<file path="src/rtl/gpu_ram_arbiter_4port.sv">
// Four-port GPU RAM scheduler with registered command and read-return routing.
// Optional starvation guard: define GPU_ARB_STARVE_GUARD_EN.
module gpu_ram_arbiter_4port #(
  parameter int READ_CLOCK_CYCLES = 2,
  parameter int STARVE_LIMIT      = 8
) (
  input  logic        clk,
  input  logic        reset,
  input  logic [3:0]  req,
  input  logic [3:0]  req_wr,
  input  logic [3:0]  req_16bit,
  input  logic [79:0] req_addr,
  input  logic [63:0] req_wdata,
  output logic [3:0]  gnt,
  output logic        ram_wr_ena,
  output logic        ram_rd_req,
  output logic        ram_ena_16bit,
  output logic [19:0] ram_address,
  output logic [15:0] ram_data_out,
  input  logic [15:0] ram_data_in,
  output logic [3:0]  rd_rdy,
  output logic [15:0] rd_data
);

  localparam int D = READ_CLOCK_CYCLES + 1;

  logic [3:0]  starved;
  logic [3:0]  pick;
  logic [1:0]  sel;
  logic        any;
  logic        sel_wr;
  logic        sel_16;
  logic [19:0] sel_addr;
  logic [15:0] sel_wdata;

`ifdef GPU_ARB_STARVE_GUARD_EN
  logic [7:0] wait_cnt [4];

  always_ff @(posedge clk) begin
    if (reset) begin
      for (int i = 0; i < 4; i++)
        wait_cnt[i] <= 8'd0;
    end else begin
      for (int i = 0; i < 4; i++) begin
        if (!req[i] || gnt[i])
          wait_cnt[i] <= 8'd0;
        else if (wait_cnt[i] != 8'(STARVE_LIMIT))
          wait_cnt[i] <= wait_cnt[i] + 8'd1;
      end
    end
  end

  // a withdrawn request can never be starved, even with a full counter
  always_comb begin
    starved = '0;
    for (int i = 0; i < 4; i++)
      starved[i] = req[i] &&
                   (wait_cnt[i] == 8'(STARVE_LIMIT));
  end
`else
  assign starved = '0;
`endif

  assign pick = (|starved) ? starved : req;

  always_comb begin
    sel = 2'd0;
    for (int i = 3; i >= 0; i--)
      if (pick[i])
        sel = 2'(i);
  end

  assign any = (|pick) && !reset;

  always_comb begin
    gnt = '0;
    if (any)
      gnt[sel] = 1'b1;
  end

  assign sel_wr    = req_wr[sel];
  assign sel_16    = req_16bit[sel];
  assign sel_addr  = req_addr[20*sel +: 20];
  assign sel_wdata = req_wdata[16*sel +: 16];

  always_ff @(posedge clk) begin
    if (reset) begin
      ram_wr_ena    <= 1'b0;
      ram_rd_req    <= 1'b0;
      ram_ena_16bit <= 1'b0;
      ram_address   <= '0;
      ram_data_out  <= '0;
    end else begin
      ram_wr_ena <= any && sel_wr;
      ram_rd_req <= any && !sel_wr;
      if (any) begin
        ram_ena_16bit <= sel_16;
        ram_address   <= sel_addr;
        ram_data_out  <= sel_16 ? sel_wdata
                                : {8'h00, sel_wdata[7:0]};
      end
    end
  end

  // tag pipeline: one slot per cycle so returns stay in grant order
  logic [D-1:0]      pipe_v;
  logic [D-1:0][1:0] pipe_p;

  always_ff @(posedge clk) begin
    if (reset) begin
      pipe_v <= '0;
      pipe_p <= '0;
    end else begin
      pipe_v <= {pipe_v[D-2:0], any && !sel_wr};
      pipe_p <= {pipe_p[D-2:0], sel};
    end
  end

  always_comb begin
    rd_rdy = '0;
    if (pipe_v[D-1])
      rd_rdy[pipe_p[D-1]] = 1'b1;
  end

  assign rd_data = ram_data_in;

endmodule

</file>
<file path="config.mk">
export PLATFORM = sky130hd
export DESIGN_NAME = gpu_ram_arbiter_4port
export DESIGN_NICKNAME = d
export VERILOG_FILES = /design/src/rtl/gpu_ram_arbiter_4port.sv
export SDC_FILE = /design/constraint.sdc
export NUM_CORES = 1
export LEC_CHECK = 0
export BUFFER_PORTS_ARGS = -buffer_cell sky130_fd_sc_hd__clkbuf_2
export CAP_MARGIN = 20
export CORE_AREA = 2 2 92 94
export DETAILED_ROUTE_END_ITERATION = 16
export DIE_AREA = 0 0 94 96
export PLACE_DENSITY = 0.71
export SLEW_MARGIN = 30
export SYNTH_ARGS = -nofsm -noshare
export SYNTH_HDL_FRONTEND = slang
export SYNTH_SLANG_ARGS = --single-unit
</file>
<file path="constraint.sdc">
create_clock -name clk -period 3 [get_ports clk]
set_input_delay 0.45 -clock clk [delete_from_list [all_inputs] [get_ports clk]]
set_output_delay 0.45 -clock clk [all_outputs]
set_load 0.01 [all_outputs]
</file>
[Word level (Yosys, flattened, before mapping)]
Index checks and enable logic that the tools add are counted.
Storage, ports and cells
  output and inout bits: 63
  latch bits: 0
  register bits after elaboration: 48
  memory bits (writable): 0
  memory bits (read-only): 0
  memories kept: 0
  logic and storage cells: 39
Cells by class
  $add $sub $neg: 0
  shift-type cells: 2
  mux-type cells: 15
  div/mod/pow operators: 0
  equal/unequal tests: 0
  magnitude comparators: 4
  $mul: 1
  reduce and logical (&&, ||, !) cells: 8
  bitwise operators: 0
Operator list (count)
  indexed part select 80 x 8 -> 20 bit: 1
  indexed part select 64 x 7 -> 16 bit: 1
  2-to-1 mux 16 bit: 1
  2-to-1 mux 2 bit: 4
  2-to-1 mux 4 bit: 2
  less-than comparator 2 x 3 -> 1 bit (second input constant): 2
  logical AND 1 bit: 5
  multiplier 3 x 2 -> 5 bit (first input constant): 1
  binary-select mux 1 bit (select 2 bit): 2
  demux 1 bit (select 2 bit): 2
  >= comparator 2 x 1 -> 1 bit (second input constant): 2
  2-to-1 mux 1 bit: 4
  OR reduction 4 bit: 1
  zero test 1 bit: 2

[Depth between registers and ports, before layout]
  depth in word-level cells: 9
  depth in mapped cells: 8

[Worst setup path after synthesis]
No wires, ideal clock.
  kind: input to output
  start point: input port req[3]
  end point: output port gnt[2]
  stages on the path: 6
  data required time: 2.550 ns
  arrival: 1.498 ns
  path slack: 1.052 ns
  buffers on the path: 3
  cell sequence: nor2b_2 > o21bai_1 > buf_6 > buf_6 > buf_4 > nor2b_1
Between the ends
  cells in the longest elaborated chain, start to end: 9
  elaborated cells on any way between the ends: 12
RTL lines
  start: declaration: line 9  | input logic [3:0] req,
  2-to-1 mux 2 bit (4 in series): line 69  | if (pick[i])
  less-than comparator 2 x 3 -> 1 bit (implied by the code) / >= comparator 2 x 1 -> 1 bit (equally long branches): line 78  | gnt[sel] = 1'b1;
  logical AND 1 bit (implied by the code): line 78
  2-to-1 mux 1 bit (implied by the code): line 78
  demux 1 bit (select 2 bit): line 78
  2-to-1 mux 4 bit (*): line 77  | if (any)
  end: declaration: line 14  | output logic [3:0] gnt,
Mark *: on every way between the ends. The rest lies on a longest branch, timed or not.

[Worst setup path after layout]
Same ends and word-level chain as after synthesis.

==> flow_metrics.py <==
metrics = {
    "outcome": {
        "status": "finished clean",
    },
    "timing": {
        "grt_setup_unrepaired": "false",
        "fin_worst_skew_ns": 0.00922,
        "relSlewSlack_pct": 38.4,
        "max_freq_mhz": 482,
        "hold_slack_ns": 0.435,
        "setup_viol": 0,
        "final-max-slew-violation-count": 0,
        "min_period_ns": 2.07,
        "tightest_slew_ns": 0.922,
        "hold_violations": 0,
        "setup_ws_ns": 0.927,
        "finalCritPeriodShare_pct": 69.1,
        "finalSetupTns_ns": 0,
    },
    "yosys": {
        "synth-edff-count": 0,
        "syn_inst": 219,
        "synth_most_common_cell": "dfxtp_1",
        "synthArstFlopShare_pct": 0,
        "synth_common_cells": "47 x dfxtp_1, 30 x mux2i_1, 22 x a22o_1",
        "synth_cell_types": 32,
        "yosys.area.top_type_share_pct": 36.2,
        "ys.flop_type": "dfxtp_1",
        "syn_area_per_cell_um2": 11.9,
        "synth_seq_cells": 47,
        "synth_top_area_cell": "dfxtp_1",
        "ys_top_cells_by_area": "dfxtp_1 36%, mux4_2 16%, mux2i_1 12%",
        "synth-seq-area-share_pct": 36.2,
        "syn_area_um2": 2600,
        "yosysWarnings": 0,
        "syn-num-nets": 393,
    },
    "power": {
        "powerDensity_nw_per_um2": 393,
        "ir_drop_uv": 170,
        "power_mw": 1.44,
        "p_comb_share_pct": 25.8,
        "p_sw_share_pct": 27.0,
        "p_leak_nw": 1.95,
        "pwr-share-clk_pct": 25.9,
        "p_int_mw": 1.05,
        "seqPwrFrac_pct": 48.3,
        "switchingPower_mw": 0.389,
    },
    "worst_setup_path": {
        "crit_fanout": 53,
        "crit_path_end_kind": "output pin",
        "crit_slowest_cell": "buf_12",
        "crit_chain": "clkbuf_2, nor2b_2, o21bai_4, buf_12, nor2b_1, clkbuf_2",
        "slowest_delay_ns": 0.33,
        "critPathMostFrequentCell": "clkbuf_2",
        "critical_path_arrival_ns": 1.62,
        "critPathKind": "primary input to output pin",
        "start_kind": "primary input",
        "cp.required_ns": 2.55,
    },
    "final_layout": {
        "layoutNonFillerInstCount": 508,
        "n_fill_cell": 789,
        "layout-drive-gt1-share_pct": 59.3,
        "nets": 576,
        "area_delta_synth_final_pct": 41.1,
        "diodes": 0,
    },
    "floorplanning": {
        "io_pins": 237,
        "die_y_um": 96,
        "dieArea_um2": 9020,
        "rows": 33,
        "dieWidth_um": 94,
        "start_util_pct": 32.3,
        "coreArea_um2": 8050,
    },
    "grt": {
        "grt_pass1_vias": 2366,
        "grt_overflow": 0,
        "antenna_found_initial": 0,
        "top_usage_layer": "met2",
        "grt_usage_pct": 16.8,
        "grt_max_degree": 54,
        "use_met2_pct": 28.7,
        "grt_pass1_wl_um": 11600,
        "met3_usage_pct": 4.07,
        "use_met1_pct": 20.9,
    },
    "clock_network": {
        "cts_hold_buffers": 0,
        "cts_buffers": 5,
        "root_buffer": "clkbuf_8",
        "htreeDepth": 2,
        "cts.sinks": 47,
        "tritoncts": "done",
        "cts_setup_buffers": 0,
        "insertion_delay_ns": 0.30,
        "clockBufferDepth": 2,
        "cts_resized": 0,
        "path_clk_slew_ns": 0.08,
    },
    "detailed_routing": {
        "routedWlPerCell_um": 15.2,
        "dr.pass1.iters": 4,
        "routed_wl_um": 7740,
        "vias": 2470,
        "drc": 0,
        "via_per_inst": 4.86,
        "ant_nets": 0,
        "first_iter_violations": 41,
    },
    "job": {
        "cap_violations": 0,
    },
    "hold_path": {
        "min_path_type": "primary input to flop",
    },
    "placed_design": {
        "dp_cells": 500,
        "io_buffers": 204,
        "gp_congestion": 0.760,
        "hpwl_um": 6140,
        "post-place-ws_ns": 0.772,
    },
}
-- state kept, by name, indices dropped and copies added (netlist names) --
signal,count
pipe_p,6
pipe_v,3
ram_ena_16bit,1
ram_wr_ena,1
ram_address,20
ram_data_out,16
-- cell usage in the layout (no fill, tap or decap), drive strengths merged --
master	Yosys	layout
a21o	1	1
a21oi	1	1
a22o	22	22
a2bb2oi	15	15
a31oi	1	1
and2	1	1
and3	1	1
and3b	1	1
buf	27	4
clkbuf	5	211
clkinv	0	1
dfxtp	47	47
inv	2	2
mux2i	30	30
mux4	22	22
nand2	3	3
nand2b	1	1
nand3b	1	1
nor2	7	7
nor2b	9	9
nor3	2	2
nor3b	2	2
o21ai	16	16
o21bai	1	1
or2	1	1
-- logic make-up (layout without fill, tap and decap cells) --
family	count (synthesis)	in the layout	share of synthesized area [%]
compound gates	57	57	16.9
mux	52	52	31.2
flops	47	47	36.2
buf+inv	34	218	9.14
simple gates	29	29	6.55
-- final timing paths --
path,end,from,cells past startpoint,slack (ns)
setup / recovery,gnt[2],req[3],6,0.93
hold / removal,ram_address[15],req_addr[15],3,0.44
setup reg to reg,ram_data_out[1],ram_data_out[1],2,2.32
hold reg to reg,pipe_p[2],pipe_p[0],1,0.44
-- power by group through the flow --
stage               Combinational (mW)  Sequential (mW)  Clock [mW]
floorplan                        0.205            0.728           0
global placement                 0.367            0.710           0
finish                           0.372            0.696       0.374
global route                     0.407            0.702       0.422
CTS                              0.379            0.696       0.385
detailed placement               0.378            0.710           0
-- cell type report --
class	count	area, µm²	area share (%)
Multi-Input combinational cell	138	1440	39.4
Timing Repair Buffer	208	1060	29.0
Sequential cell	47	941	25.6
Tap cell	105	131	3.58
Clock buffer	7	76.3	2.08
Inverter	2	7.51	0.205
Clock inverter	1	5.00	0.136
-- worst max-delay path: cells and delay by family --
family	cells	cell delay, ns
and+or+nand+nor	2	0.35
buffers and inverters	3	0.58
AOI/OAI and AO/OA	1	0.18
-- through the flow --
stage / area, µm² / utilization [%]
global route: 3670 / 45.6
global placement: 3590 / 44.6
detailed placement: 3590 / 44.6
floorplan: 2600 / -
finish: 3670 / 45.6
CTS: 3670 / 45.6
-- layer usage --
metal | vias up | part of all wire, % | wire [µm]
met5 | - | 0 | 0
li1 | 1201 | - | -
met1 | 1145 | 41 | 3190
met4 | 0 | 1.6 | 121
met2 | 113 | 51 | 3920
met3 | 11 | 6.6 | 510
Note: power is estimated with default switching activity, not from simulation.
